File: src/rtl/wb_port_scheduler.sv
`default_nettype none
// wb_port_scheduler: in-order FIFO that serialises retiring results, dual writes,
// stack-pointer decrements and store acks onto the single register-file write port.
module wb_port_scheduler #(
  parameter int DEPTH = 4,
  parameter int NREGS = 16,
  parameter int XLEN  = 64
) (
  input  logic                       clk,
  input  logic                       reset,
  input  logic                       in_valid,
  output logic                       in_ready,
  input  logic [1:0]                 in_kind,
  input  logic [3:0]                 in_dst0,
  input  logic [3:0]                 in_dst1,
  input  logic [XLEN-1:0]            in_data0,
  input  logic [XLEN-1:0]            in_data1,
  input  logic                       in_sim_end,
  input  logic [XLEN-1:0]            rsp_rdata,
  output logic                       rf_we,
  output logic [3:0]                 rf_waddr,
  output logic [XLEN-1:0]            rf_wdata,
  output logic                       store_ack,
  output logic [NREGS-1:0]           busy_mask,
  output logic [$clog2(DEPTH+1)-1:0] count,
  output logic                       sim_end
);
  localparam int PW = $clog2(DEPTH);
  localparam int CW = $clog2(DEPTH + 1);
  localparam logic [CW-1:0] FULL = CW'(DEPTH);
  localparam logic [1:0] KIND_SINGLE = 2'd0;
  localparam logic [1:0] KIND_DUAL   = 2'd1;
  localparam logic [1:0] KIND_RSP    = 2'd2;
  localparam logic [1:0] KIND_STORE  = 2'd3;
  localparam logic [3:0] RSP_REG     = 4'd4;

  typedef enum logic [1:0] {IDLE = 2'd0, WR0 = 2'd1, WR1 = 2'd2} state_t;
  state_t state, state_next;

  logic [1:0]      kind_q [DEPTH];
  logic [3:0]      dst0_q [DEPTH];
  logic [3:0]      dst1_q [DEPTH];
  logic [XLEN-1:0] data0_q[DEPTH];
  logic [XLEN-1:0] data1_q[DEPTH];
  logic            sim_q  [DEPTH];

  logic [PW-1:0]   rd_ptr, wr_ptr;
  logic            halted;
  logic            push, pop, fin;
  logic [CW-1:0]   count_next;

  logic [1:0]      h_kind;
  logic [3:0]      h_dst0, h_dst1;
  logic [XLEN-1:0] h_data0, h_data1;
  logic            h_sim;

  assign in_ready = (count < FULL) && !halted;
  assign push     = in_valid && in_ready;

  assign h_kind  = kind_q[rd_ptr];
  assign h_dst0  = dst0_q[rd_ptr];
  assign h_dst1  = dst1_q[rd_ptr];
  assign h_data0 = data0_q[rd_ptr];
  assign h_data1 = data1_q[rd_ptr];
  assign h_sim   = sim_q[rd_ptr];

  always_comb begin
    state_next = state;
    rf_we      = 1'b0;
    rf_waddr   = '0;
    rf_wdata   = '0;
    store_ack  = 1'b0;
    pop        = 1'b0;
    case (state)
      WR0: begin
        case (h_kind)
          KIND_SINGLE: begin
            rf_we = 1'b1; rf_waddr = h_dst0; rf_wdata = h_data0; pop = 1'b1;
          end
          KIND_DUAL: begin
            rf_we = 1'b1; rf_waddr = h_dst0; rf_wdata = h_data0;
          end
          KIND_RSP: begin
            rf_we = 1'b1; rf_waddr = RSP_REG; rf_wdata = rsp_rdata - XLEN'(8); pop = 1'b1;
          end
          KIND_STORE: begin
            store_ack = 1'b1; pop = 1'b1;
          end
          default: ;
        endcase
      end
      WR1: begin
        rf_we = 1'b1; rf_waddr = h_dst1; rf_wdata = h_data1; pop = 1'b1;
      end
      default: ;
    endcase

    fin        = pop && h_sim;
    count_next = count + CW'(push) - CW'(pop);

    if (state == WR0 && h_kind == KIND_DUAL)
      state_next = WR1;
    else if (halted || fin)
      state_next = IDLE;
    else
      state_next = (count_next != '0) ? WR0 : IDLE;

    // A write presented while reset is high would land in the regfile; suppress it.
    if (reset) begin
      rf_we     = 1'b0;
      store_ack = 1'b0;
    end
    sim_end = fin && !reset;
  end

  always_ff @(posedge clk) begin
    if (reset) begin
      state  <= IDLE;
      count  <= '0;
      rd_ptr <= '0;
      wr_ptr <= '0;
      halted <= 1'b0;
    end else begin
      state <= state_next;
      count <= count_next;
      if (push) wr_ptr <= wr_ptr + PW'(1);
      if (pop)  rd_ptr <= rd_ptr + PW'(1);
      if (fin)  halted <= 1'b1;
    end
  end

  always_ff @(posedge clk) begin
    if (push) begin
      kind_q[wr_ptr]  <= in_kind;
      dst0_q[wr_ptr]  <= in_dst0;
      dst1_q[wr_ptr]  <= in_dst1;
      data0_q[wr_ptr] <= in_data0;
      data1_q[wr_ptr] <= in_data1;
      sim_q[wr_ptr]   <= in_sim_end;
    end
  end

  // Slot i is occupied when its distance from the read pointer is below count.
  always_comb begin
    logic [PW-1:0] off;
    busy_mask = '0;
    off       = '0;
    for (int i = 0; i < DEPTH; i++) begin
      off = PW'(i) - rd_ptr;
      if ({1'b0, off} < count) begin
        case (kind_q[i])
          KIND_SINGLE: busy_mask[dst0_q[i]] = 1'b1;
          KIND_DUAL: begin
            busy_mask[dst0_q[i]] = 1'b1;
            busy_mask[dst1_q[i]] = 1'b1;
          end
          KIND_RSP:   busy_mask[RSP_REG] = 1'b1;
          default: ;
        endcase
      end
    end
  end

endmodule
`default_nettype wire

File: config.mk
export PLATFORM = sky130hd
export DESIGN_NAME = wb_port_scheduler
export DESIGN_NICKNAME = d
export VERILOG_FILES = /design/src/rtl/wb_port_scheduler.sv
export SDC_FILE = /design/constraint.sdc
export NUM_CORES = 1
export LEC_CHECK = 0
export BUFFER_PORTS_ARGS = -buffer_cell sky130_fd_sc_hd__buf_4
export CAP_MARGIN = 0
export CELL_PAD_IN_SITES_DETAIL_PLACEMENT = 1
export CELL_PAD_IN_SITES_GLOBAL_PLACEMENT = 1
export CORE_ASPECT_RATIO = 0.9
export CORE_MARGIN = 2
export CORE_UTILIZATION = 50
export CTS_BUF_LIST = sky130_fd_sc_hd__clkbuf_16
export CTS_CLUSTER_DIAMETER = 150
export DETAILED_ROUTE_END_ITERATION = 12
export MAX_ROUTING_LAYER = met4
export PLACE_DENSITY_LB_ADDON = 0.2
export SKIP_CTS_REPAIR_TIMING = 1
export SKIP_LAST_GASP = 1
export SYNTH_ARGS = -nofsm -noshare
export SYNTH_HDL_FRONTEND = slang
export SYNTH_SLANG_ARGS = --single-unit
File: constraint.sdc
create_clock -name clk -period 6.26 [get_ports clk]
set_clock_uncertainty 0.2 [all_clocks]
set_input_delay 1.252 -clock clk [delete_from_list [all_inputs] [get_ports clk]]
set_output_delay 1.252 -clock clk [all_outputs]
set_load 0.02 [all_outputs]
==> impl_metrics.tcl <==
set metrics [dict create \
    post_synth_xor_area_fraction 0.01170 \
    ff2ff_setup_slack_ps 2100 \
    worst-path-max-fanout 97 \
    post_route_cells_drive_above_1_share 0.3244 \
    grt_first_pass_wirelength_um 106900 \
    fin_setup_tns_ps 0 \
    tritoncts "built" \
    worst_r2r_path_depth 13 \
    globalRouteMet2Util 0.4458 \
    synthesis.nets 1673 \
    clk_latency_ps 600 \
    number_of_antenna_violations_at_the_first_check_in_global_routing 14 \
    fp.dieArea_mm2 0.05120 \
    grt_busiest_layer "met2" \
    num_io_pins 297 \
    start_util 0.5047 \
    post_synth_fa_ha_maj_area_fraction 0.007395 \
    post-route-drc-count 0 \
    grt_util_met1 0.3944 \
    wl_um 71310 \
    yosys_warnings 0 \
    netlist.area_leader.share 0.6759 \
    layout_min_cycle_time_ps 5391 \
    chip_width_um 238.3 \
    clk_pin_slew_worst_setup_hold_paths_ps 60 \
    final_core_utilization 0.6030 \
    worst_pin_slew_ps 1104 \
    yosys-mux-area-fraction 0.1272 \
    cts_htree_levels 2 \
    r2r_end "state[0]" \
    grt_pass1_vias 16210 \
    synthToLayoutAreaGrowth_pct 19.47 \
    detail_route.wl_per_cell_um 29.17 \
    max-cap-violations 0 \
    layout_common_cells "sky130_fd_sc_hd__edfxtp_1 (556), sky130_fd_sc_hd__buf_4 (313), sky130_fd_sc_hd__mux4_2 (139)" \
    hold_end "state[0]" \
    global_route.usage.total 0.2896 \
    timing.hold.worst_path_depth 1 \
    antenna_left 0 \
    category_of_the_worst_setup_path_capture_point "output port" \
    max-slew-margin-rel 0.2614 \
    count_of_final_hold_check_violations 0 \
    clockRootBuffer "sky130_fd_sc_hd__clkbuf_16" \
    die_height_um 214.9 \
    rsz0062_at_grt "false" \
    layout.cells.most_common "sky130_fd_sc_hd__edfxtp_1" \
    hold_path_startpoint "halted" \
    synth_seq_area_share 0.6856 \
    grt.met3_usage 0.05639 \
    netlist_instances 1453 \
    finalHoldWorstSlack_ps 336.5 \
    asyncSetResetFlopFracSynth 0 \
    status "complete, no violations" \
    placementRows 77 \
    finish.net_count 1974 \
    crit_path_max_incr_delay_ps 640 \
    critical_path_required_ps 4810 \
    leakagePower_nw 9.660 \
    clockBufferDepth 3 \
    placement.io_buffers 296 \
    min_path_type "reg -> reg" \
    avg_synthesized_cell_area_um2 17.00 \
    synth_flop_cell "sky130_fd_sc_hd__edfxtp_1" \
    synth_enable_flop_cells 556 \
    post-synth-top-area-cell "sky130_fd_sc_hd__edfxtp_1" \
    post-layout-total-power_mw 11.18 \
    grt_max_degree 112 \
    detailedRoute.firstPassIterationCount 5 \
    critPathSlowestCell "sky130_fd_sc_hd__buf_12" \
    peakVddDrop_mv 0.2849 \
    yosys-top-cells-area "sky130_fd_sc_hd__edfxtp_1 (68%), sky130_fd_sc_hd__mux4_2 (13%), sky130_fd_sc_hd__a22oi_1 (2.6%), sky130_fd_sc_hd__o22ai_1 (1.2%), sky130_fd_sc_hd__xnor2_1 (1.0%)" \
    path_class "reg -> out" \
    coreArea_mm2 0.04894 \
    place_congestion 0.9138 \
    num-fill-cells 4441 \
    post_synth_num_cell_types 68 \
    synth_top_family_by_area "multiplexers" \
    post-dp-hpwl_um 47860 \
    worstPathCellList "buf_12 > buf_4 > mux4_2 > a22oi_1 > a21oi_1 > buf_4" \
    synth_compound_area_frac 0.07836 \
    library_cell_appearing_most_often_on_the_critical_path "sky130_fd_sc_hd__buf_4" \
    clock_sink_count 568 \
    grt.overflow.total 0 \
    p_per_area_mw_per_mm2 378.9 \
    vias 15390 \
    synthesis.area_mm2 0.02470 \
    max_clock_freq_mhz 185.5 \
    fin_crit_sh 0.8613 \
    detail_route.iter0.violations 1225 \
    cts_inserted_buffers 57 \
    worst-endpoint-arrival_ps 3940 \
    maxSlewViolCount 0 \
    area_fraction_in_and_or_nand_and_nor_cells_after_synthesis 0.07183 \
    vias_per_cell 6.296 \
    report.final.setup_viol 0 \
    multi_input_comb_area_mm2 0.007375 \
    start_kind "flop" \
    register_area_mm2 0.01694 \
    synth-seq-cells 568 \
]
[per-layer routing]
| metal | vias to the layer above | part of all wire |
|---|---|---|
| li1 | 6700 | - |
| met1 | 8034 | 0.42 |
| met2 | 549 | 0.49 |
| met3 | 110 | 0.068 |
| met4 | 0 | 0.029 |
| met5 | - | 0 |
[critical path: cells and delay by family, from the launching register on]
family	cells	cell delay, ps
flip-flops	1	600
multiplexers	1	590
AO/OA/AOI/OAI	2	510
buffers and inverters	3	1480
[how the worst max path moves through the flow]
stage | startpoint | end
after floorplan | in_valid | data0_q[0][0]
after global placement | rsp_rdata[15] | rf_wdata[47]
after detailed placement | rsp_rdata[13] | rf_wdata[47]
after CTS | flop | rf_wdata[9]
after global routing | flop | rf_wdata[9]
final | flop | rf_wdata[9]
[through the flow]
stage | instances | setup WS (ps) | cell area (um^2)
after floorplan | 1453 | 1064 | 24700
after global placement | 2327 | 932.1 | 27710
after detailed placement | 2327 | 873.6 | 27710
after CTS | 2429 | 751.3 | 29470
after global routing | 2443 | 548.0 | 29510
final | 2445 | 868.6 | 29510
[sequential cells by signal, indices dropped and copies added (netlist names), named ones only]
| signal | cells |
|---|---|
| count | 3 |
| data0_q | 256 |
| data1_q | 256 |
| dst0_q | 16 |
| dst1_q | 16 |
| halted | 1 |
| kind_q | 8 |
| rd_ptr | 2 |
| sim_q | 4 |
| state | 2 |
| wr_ptr | 2 |
[synth_stat cells (all sizes together) (5+ instances only)]
master and instances:
o211ai 14, mux4 139, nor4 23, nand3b 5, a22oi 84, ha 13, o22ai 49, xnor2 29
clkbuf 49, nor2b 9, dfxtp 12, o21ai 21, nand3 33, a311o 8, a21oi 20, o311ai 12
inv 29, nand2b 26, o32ai 25, or4 10, or3 13, or2 20, nand2 57, nor2 63
edfxtp 556, buf 29, and3 10, nor3 32, nand4 7
[layout make-up]
type	instances	area share
clock buffer	57	0.04833
antenna	16	0.001357
inverter	29	0.003689
clock inverter	45	0.01141
tap	632	0.02680
sequential	568	0.5742
multi-input combinational	778	0.2499
timing repair buffer	320	0.08437
[cells by family (layout without fill, tap and decap cells)]
family                   after synthesis  count (layout)
adder cells (fa/ha/maj)               14              14
flip-flops                           568             568
AND/OR/NAND/NOR                      325             325
AO/OA/AOI/OAI                        266             266
other                                  0              16
buffers and inverters                107             451
multiplexers                         140             140
XOR/XNOR                              33              33
[power by group]
part	leakage, nW	total [mW]	switching, mW	internal [mW]
logic	3.57	3.01	1.78	1.23
registers	5.18	4.94	0.207	4.73
clock network	0.909	3.23	1.41	1.82
total	9.66	11.2	3.40	7.78
Note: power is estimated with default switching activity, not from simulation.
